==> src/rtl/mac_seq_ctrl.sv <==
// Job sequencer for the 16-bit FloatSD4 MAC pipeline: issues N operand beats into stage 1,
// drives the shared stage inhibit, counts stage-4 results, tags the last and pulses done.
module mac_seq_ctrl #(
  parameter int CNT_W = 8,
  parameter int Q_W   = 5
) (
  input  logic             i_clk,
  input  logic             i_rst_n,
  input  logic             i_start,
  input  logic [CNT_W-1:0] i_len,
  input  logic [Q_W-1:0]   i_Q_frac,
  input  logic             i_abort,
  input  logic             i_src_valid,
  output logic             o_src_ready,
  output logic             o_pipe_valid,
  output logic             o_pipe_inhibit,
  input  logic             i_res_valid,
  input  logic             i_sink_ready,
  output logic             o_res_last,
  output logic [Q_W-1:0]   o_Q_frac,
  output logic             o_busy,
  output logic             o_done
);

  typedef enum logic [1:0] {
    IDLE  = 2'd0,
    RUN   = 2'd1,
    DRAIN = 2'd2,
    DONE  = 2'd3
  } state_t;

  state_t           state_q, state_d;
  logic [CNT_W-1:0] issue_cnt_q, issue_cnt_d;
  logic [CNT_W-1:0] ret_cnt_q, ret_cnt_d;
  logic [CNT_W-1:0] len_q, len_d;
  logic [Q_W-1:0]   q_frac_q, q_frac_d;

  logic             inhibit;
  logic             active;
  logic             issue;
  logic             retire;
  logic [CNT_W-1:0] len_m1;

  assign len_m1  = len_q - CNT_W'(1);
  assign inhibit = i_res_valid & ~i_sink_ready;
  assign active  = (state_q == RUN) | (state_q == DRAIN);
  // The issue guard on issue_cnt also keeps the counter from ever passing len_q.
  assign issue   = (state_q == RUN) & i_src_valid & ~inhibit & (issue_cnt_q != len_q) & ~i_abort;
  assign retire  = i_res_valid & i_sink_ready & active;

  assign o_pipe_inhibit = inhibit;
  assign o_pipe_valid   = issue;
  assign o_src_ready    = issue;
  assign o_res_last     = i_res_valid & active & (ret_cnt_q == len_m1);
  assign o_Q_frac       = q_frac_q;
  assign o_busy         = (state_q != IDLE);
  assign o_done         = (state_q == DONE);

  always_comb begin
    // NOTE: every _d takes its hold value first, so no branch can leave a latch behind.
    state_d     = state_q;
    issue_cnt_d = issue_cnt_q;
    ret_cnt_d   = ret_cnt_q;
    len_d       = len_q;
    q_frac_d    = q_frac_q;

    if (issue)  issue_cnt_d = issue_cnt_q + CNT_W'(1);
    if (retire) ret_cnt_d   = ret_cnt_q + CNT_W'(1);

    case (state_q)
      IDLE: begin
        if (i_start && (i_len != '0) && !i_abort) begin
          len_d       = i_len;
          q_frac_d    = i_Q_frac;
          issue_cnt_d = '0;
          ret_cnt_d   = '0;
          state_d     = RUN;
        end
      end
      RUN: begin
        if (issue && (issue_cnt_q == len_m1)) state_d = DRAIN;
      end
      DRAIN: begin
        if (retire && (ret_cnt_q == len_m1)) state_d = DONE;
      end
      DONE: begin
        state_d = IDLE;
      end
      default: begin
        state_d = IDLE;
      end
    endcase

    // Abort wins over everything; results still in flight leave the pipe uncounted.
    if (i_abort) begin
      state_d     = IDLE;
      issue_cnt_d = '0;
      ret_cnt_d   = '0;
    end
  end

  // NOTE: state registers use non-blocking assignments so all flops update from pre-edge values.
  always_ff @(posedge i_clk or negedge i_rst_n) begin
    if (!i_rst_n) begin
      state_q     <= IDLE;
      issue_cnt_q <= '0;
      ret_cnt_q   <= '0;
      len_q       <= '0;
      q_frac_q    <= '0;
    end else begin
      state_q     <= state_d;
      issue_cnt_q <= issue_cnt_d;
      ret_cnt_q   <= ret_cnt_d;
      len_q       <= len_d;
      q_frac_q    <= q_frac_d;
    end
  end

endmodule

==> config.mk <==
export PLATFORM = sky130hd
export DESIGN_NAME = mac_seq_ctrl
export DESIGN_NICKNAME = d
export VERILOG_FILES = /design/src/rtl/mac_seq_ctrl.sv
export SDC_FILE = /design/constraint.sdc
export NUM_CORES = 1
export LEC_CHECK = 0
export CELL_PAD_IN_SITES_DETAIL_PLACEMENT = 1
export CELL_PAD_IN_SITES_GLOBAL_PLACEMENT = 2
export CORE_MARGIN = 1
export CORE_UTILIZATION = 31
export CTS_BUF_LIST = sky130_fd_sc_hd__clkbuf_8
export CTS_CLUSTER_SIZE = 10
export DETAILED_ROUTE_END_ITERATION = 7
export GPL_ROUTABILITY_DRIVEN = 0
export PLACE_DENSITY_LB_ADDON = 0.3
export SKIP_LAST_GASP = 1
export SYNTH_ARGS = -nofsm -noshare
export SYNTH_HDL_FRONTEND = slang
export SYNTH_SLANG_ARGS = --single-unit
==> constraint.sdc <==
create_clock -name i_clk -period 2.5 [get_ports i_clk]
set_clock_uncertainty 0.2 [all_clocks]
set_input_delay 0.25 -clock i_clk [delete_from_list [all_inputs] [get_ports i_clk]]
set_output_delay 0.25 -clock i_clk [all_outputs]
set_load 0.03 [all_outputs]
; ---- Word level (Yosys, flattened, before mapping)
; Cells that the tools add are included.
[totals]
register_bits = 31
output_inout_bits = 11
input_bits = 20
word_cells = 53
[classes]
n_addsub = 3
eq_ne = 9
n_bitwise = 13
n_reduce_logical = 10
muxes = 13
[op_table]
columns = cell, n
row1 = two-way mux 8 bit, 8
row2 = adder 8 x 1 -> 8 bit (second input constant), 2
row3 = == test 8 bit, 2
row4 = AND 1 bit, 9
row5 = two-way mux 2 bit, 4
row6 = inequality test 8 bit, 1
row7 = one-hot mux 2 bit (4 select lines), 1
row8 = nonzero test 8 bit, 1
row9 = subtractor 8 x 1 -> 8 bit (second input constant), 1
row10 = inequality test 3 x 2 -> 1 bit (second input constant), 2
row11 = == test 2 bit (second input constant), 2
row12 = logical AND 1 bit, 4
row13 = inequality test 3 bit (second input constant), 1
row14 = inverter 1 bit, 3
row15 = AND reduction 3 bit, 1
row16 = == test 2 x 1 -> 1 bit (second input constant), 1
row17 = logical NOT 2 bit, 1
row18 = AND reduction 2 bit, 1
row19 = nonzero test 2 bit, 1
row20 = logical NOT 1 bit, 1
row21 = bitwise OR 1 bit, 1

; ---- Depth between registers and ports, before layout
[logic_depth]
depth_word = 10
mapped_depth = 10
mapped_depth_nobuf = 9

; ---- Worst setup path before layout
; No wires, ideal clock.
[synth_path]
kind = register to output
start = reg len_q[0]
end = out o_res_last
path_stages_with_launch = 7
required_ps = 2050
arrival_time_ps = 2584
slack_ps = -534
n_path_buf = 1
path_cell_list = dfrtp_1 buf_6 or4_4 or3_1 a32oi_1 a21oi_1 nor4_1
[synth_via]
elab_chain_len = 3
[synth_rtl]
columns = element, line_no
row1 = from (decl), 35  ; logic [CNT_W-1:0] len_q, len_d;
row2 = from (signal assigned), 114  ; len_q <= len_d;
row3 = subtractor 8 x 1 -> 8 bit, 44  ; assign len_m1 = len_q - CNT_W'(1);
row4 = == test 8 bit, 54  ; assign o_res_last = i_res_valid & active & (ret_cnt_q == len_m1);
row5 = AND 1 bit, 54
row6 = to (decl), 19  ; output logic o_res_last,
; No other way between the ends.

; ---- Worst setup path in the final report
[layout_path]
start = reg len_q[2]
end = out o_res_last
; Same word-level chain as after synthesis.

==> results.cfg <==
[routing]
wl_per_cell_um = 15.32
routed_wirelength_um = 5102
via_per_inst = 5.006
vias = 1667
drt_iter0_drc = 54
drc = 0
drt_pre_antenna_iters = 4
ant_nets = 0

[worst_setup_path]
max_stage_delay_ns = 0.55
crit_chain = or4_4 -> or3_1 -> a32oi_1 -> a21oi_2 -> nor4_4 -> buf_4
endpoint_kind = output port
cp_slowest_cell = or4_4
crit_arrival_ns = 2.22
worstSetupPathType = reg -> out
worstPathRequired_ns = 2.05
crit_path_max_fanout = 3
cp_top_family = simple AND/OR/NAND/NOR gates
crit_path_start_kind = register
path_buf_inv = 1

[power_and_ir_drop]
power_density_nw_per_um2 = 1004
ir_drop_v = 0.0004765
power.total_w = 0.002737
p_leak_nw = 1.193

[placed_design]
dp_cells = 322
dp.final_hpwl_um = 3906
portBuffers = 30

[timing]
timing.final.crit_period_ns = 2.667
rsz0062_at_grt = true
max_freq_ghz = 0.3749
worst-slew-pin-transition_ns = 0.5277
period_share = 1.067
drv_slew = 0
final.setup.worst_slack_ns = -0.1672
slew_headroom = 0.6450
setup_viol_count_final = 3
hold_viol_final = 0

[floorplan]
ios = 31
die_h_um = 81.91
fp-row-count = 28
start_util = 0.3285
core_um2 = 6026
die_area_um2 = 6708
die_x_um = 81.91

[logic_synthesis]
syn_nets = 229
dominantRegCellSynth = dfrtp_1
yosysWarnings = 0
syn_area_per_cell_um2 = 9.848
syn_area_um2 = 1979
synthArstFlopShare = 1.000
syn_inst = 201
ys_ff_latch = 31
synth-seq-area-share = 0.3919
synth-edff-count = 0
ys_types = 41

[clock_network]
clk_path_buf_depth = 2
cts_root_buf = clkbuf_8
cts_tree = done
clk_pin_slew_ns = 0.07
cts_hold_buf = 0
cts_sinks = 31
clk_latency_ns = 0.28
cts_htree_levels = 2
cts_buffers = 5

[outcome]
status = finished, violations left
violations = negative setup slack

[finish]
antenna_cells = 0
layoutNonFillerInstCount = 333
final_nets = 285
syn_to_final_growth_pct = 37.74
drive_gt1_frac = 0.2519
final_cell_mix = 31 x dfrtp_1, 31 x buf_4, 27 x clkdlybuf4s50_1, 21 x xor2_1, 21 x nor2_1
fin_util = 0.4525

[global_route]
grt_pass1_vias = 1815
grt_pass1_wl_um = 8797
grt-ovfl-total = 0
antenna_found_initial = 0
gr-usage-all-layers = 0.1765
grt_max_degree = 32

[flow_run]
maxCapViolCount = 0

[hold_path]
hp-class = in -> async
-- cells in the mapped netlist, drive strengths merged (2+ instances only) --
cell    instances  area [um^2]
dfrtp          31        775.7
nor2           22        82.58
xor2           21        183.9
xnor2          16        140.1
mux2           13        146.4
nand2          11        41.29
ha              8        100.1
nor4            8        50.05
clkbuf          7        26.28
inv             7        26.28
nand3           7        35.03
and3            4        25.02
mux2i           4        40.04
nand2b          4        25.02
o21ai           4        20.01
buf             3        23.77
nor3            3        15.01
a211oi          2        25.02
a21oi           2        10.01
a311oi          2        17.52
nand4           2        12.51
nor2b           2        12.51
nor3b           2        15.01
or3             2        12.51
-- per-stage QoR --
stage                     cell area, um^2  setup TNS, ns  setup slack (ns)  hold slack, ns
after floorplan                      2002       -0.05317          -0.05317         -0.2456
after global placement               2546       -0.08268          -0.04717          0.2863
after detailed placement             2546        -0.1701          -0.06410          0.2994
after CTS                            2691        -0.2070           -0.1959          0.1829
after global routing                 2726        -0.7227           -0.2486          0.2060
final                                2726        -0.3359           -0.1672          0.1703
-- cell families after synthesis --
logic type               synth area share
AO/OA/AOI/OAI                     0.07776
multiplexers                      0.09419
adder cells (fa/ha/maj)           0.05057
AND/OR/NAND/NOR                    0.1833
XOR/XNOR                           0.1637
buffers and inverters             0.03856
flip-flops                         0.3919
-- final timing paths --
path | start | to | slack [ns] | cells after the start
max in group asynchronous | i_rst_n | issue_cnt_q[0] | 1.62 | 2
max reg2reg | len_q[0] | state_q[0] | -0.09 | 9
min reg2reg | o_Q_frac[4] | o_Q_frac[4] | 0.31 | 1
min in group i_clk | o_Q_frac[4] | o_Q_frac[4] | 0.31 | 1
max | len_q[2] | o_res_last | -0.17 | 6
min | i_rst_n | ret_cnt_q[2] | 0.17 | 2
-- sequential cells by signal (all words and copies together) (netlist names) --
register	flops
issue_cnt_q	8
len_q	8
o_Q_frac	5
ret_cnt_q	8
state_q	2
-- cell type report --
type	count	area (um^2)
sequential	31	775.7
timing repair buffer	59	523.0
multi-input combinational	153	1207
clock inverter	1	3.754
tap	75	93.84
fill	693	3299
clock buffer	7	96.34
inverter	7	26.28
-- report_power, final --
group | internal [W] | total [W] | switching, W
Sequential | 0.000630 | 0.000760 | 0.000130
Combinational | 0.000761 | 0.00154 | 0.000780
Clock | 0.000247 | 0.000437 | 0.000189
Total | 0.00164 | 0.00274 | 0.00110
-- metal layers --
metal / global-route usage / share of wire
met5: 0 / 0
met4: 0.05263 / 0.013
met3: 0.03222 / 0.034
met2: 0.2926 / 0.48
met1: 0.2318 / 0.47
-- timing repair --
| action | CTS | global route |
|---|---|---|
| pin swaps | 4 | 0 |
| gates resized for setup | 6 | 7 |
| cloned | 0 | 0 |
| setup buffers | 3 | 0 |
| setup endpoints to repair | 3 | 3 |
No activity file was read; power rests on OpenSTA's default activity.
==> edit: new RTL, same settings <==
`Q_W`: 5 -> 10.
--- a/src/rtl/mac_seq_ctrl.sv
+++ b/src/rtl/mac_seq_ctrl.sv
@@ -2,7 +2,7 @@
 // drives the shared stage inhibit, counts stage-4 results, tags the last and pulses done.
 module mac_seq_ctrl #(
   parameter int CNT_W = 8,
-  parameter int Q_W   = 5
+  parameter int Q_W   = 10
 ) (
   input  logic             i_clk,
   input  logic             i_rst_n,
Ports: changed (resized i_Q_frac and o_Q_frac); port bits go from 31 to 41. The function was not compared with the original's and may differ.
==> edit against the original RTL <==
- routed wire length rose by 7.3%
- setup slack got worse by 0.27 ns
- final area rose by 7.8%
- sequential cell count rose by 5
- total power rose by 9.9%
- largest cell class unchanged
- global-route usage fell by 1.5 points
- count of clock-buffer cells in the layout fell by 2
- critical path type unchanged
- final cell count rose by 12%
- the run ends with DRC, setup timing left
- area after synthesis rose by 10%
==> edit: results (changes against the original RTL) <==
| Metric | Value |
|---|---|
| Status | finished, violations left (unchanged) |
| Failing checks | DRC, setup timing (was setup timing) |
| Post-CTS Hold Buffers | 1 (was 0) |
| Initial DRT Pass Iterations | 6 (was 4) |
| Min-delay worst type | reg2reg (was in2async) |
| Met3 Resource Use GR | 2.98% (was 3.22%) |
| Setup TNS | -1.21 ns (was -0.336 ns) |
| Metal2 WL | 2610 um (was 2460 um) |
| P_seq | 0.874 mW (was 0.760 mW) |
| FILL cells | 783 (was 693) |
| Hpwl dp | 4200 um (was 3910 um) |
| DRC | 1 (was 0) |
| Post_cts resized | 1 (was 6) |
| Post-Route WL | 5480 um (was 5100 um) |
| GR Util All Layers | 16.2% (was 17.6%) |
| Comb pwr share | 53.6% (was 56.3%) |
| DR vias | 1761 (was 1667) |
| Layout cells sized above 1 | 21.7% (was 25.2%) |
| Max VDD drop | 0.000510 V (was 0.000476 V) |
| Register area | 901 um^2 (was 776 um^2) |
| GRT met2 Usage | 26.6% (was 29.3%) |
| Compound-gate portion of the synthesized area | 9.13% (was 7.77%) |
| Int Pwr | 1.84 mW (was 1.64 mW) |
| Post-CTS Setup Bufs | 0 (was 3) |
| Largest net degree at the start of global routing | 37 (was 32) |
| CP max FO | 2 (was 3) |
| Synth Net Count | 250 (was 229) |
| XOR/XNOR share of the synthesized area | 12.5% (was 16.4%) |
| Final setup violating endpoints | 3 (unchanged) |
| Tightest Pin Transition | 0.853 ns (was 0.528 ns) |
| Initial DRC Count | 49 (was 54) |
| Number of buffer and inverter stages on the critical path | 4 (was 1) |
| Vias per cell | 4.73 (was 5.01) |
| Multiplexer area fraction after synthesis | 11.1% (was 9.42%) |
| Final worst-path setup slack | -0.436 ns (was -0.167 ns) |
| Met3 Routed Length | 108 um (was 171 um) |
| CP Data Arrival Time | 2.49 ns (was 2.22 ns) |
| Pre-CTS setup slack | -0.353 ns (was -0.0641 ns) |
| Slowest stage delay, CP | 0.38 ns (was 0.55 ns) |
| Cells after Synth | 217 (was 201) |
| WL met1 | 2720 um (was 2400 um) |
| DP Cell Count | 362 (was 322) |
[edit: changes by cell type after synthesis, sizes merged, moves of 3 or more]
cell    unedited run  this run
xor2              21        15
dfrtp             31        36
nand2b             4         1
mux2              13        18
nand2             11        16
nor4               8         3
nand3              7         4
a21oi              2         7
[edit: worst paths after layout]
path | from | to | slack, ns | cells after the start
max | len_q[1] | o_res_last | -0.44 | 10
min | o_Q_frac[3] | o_Q_frac[3] | 0.31 | 1
min in group asynchronous | i_rst_n | o_Q_frac[2] | 0.40 | 2
max in group asynchronous | i_rst_n | ret_cnt_q[6] | 1.15 | 2
min reg2reg | o_Q_frac[3] | o_Q_frac[3] | 0.31 | 1
max reg2reg | len_q[1] | state_q[1] | -0.42 | 9
[edit: cell type report]
cell class                      count  share of cell area, %
Timing Repair Buffer               62                   19.6
Clock inverter                      3                   1.45
Sequential cell                    36                   30.7
Clock buffer                        5                   2.34
Multi-Input combinational cell    162                   40.9
Inverter                            8                   1.02
Tap cell                           96                   4.09
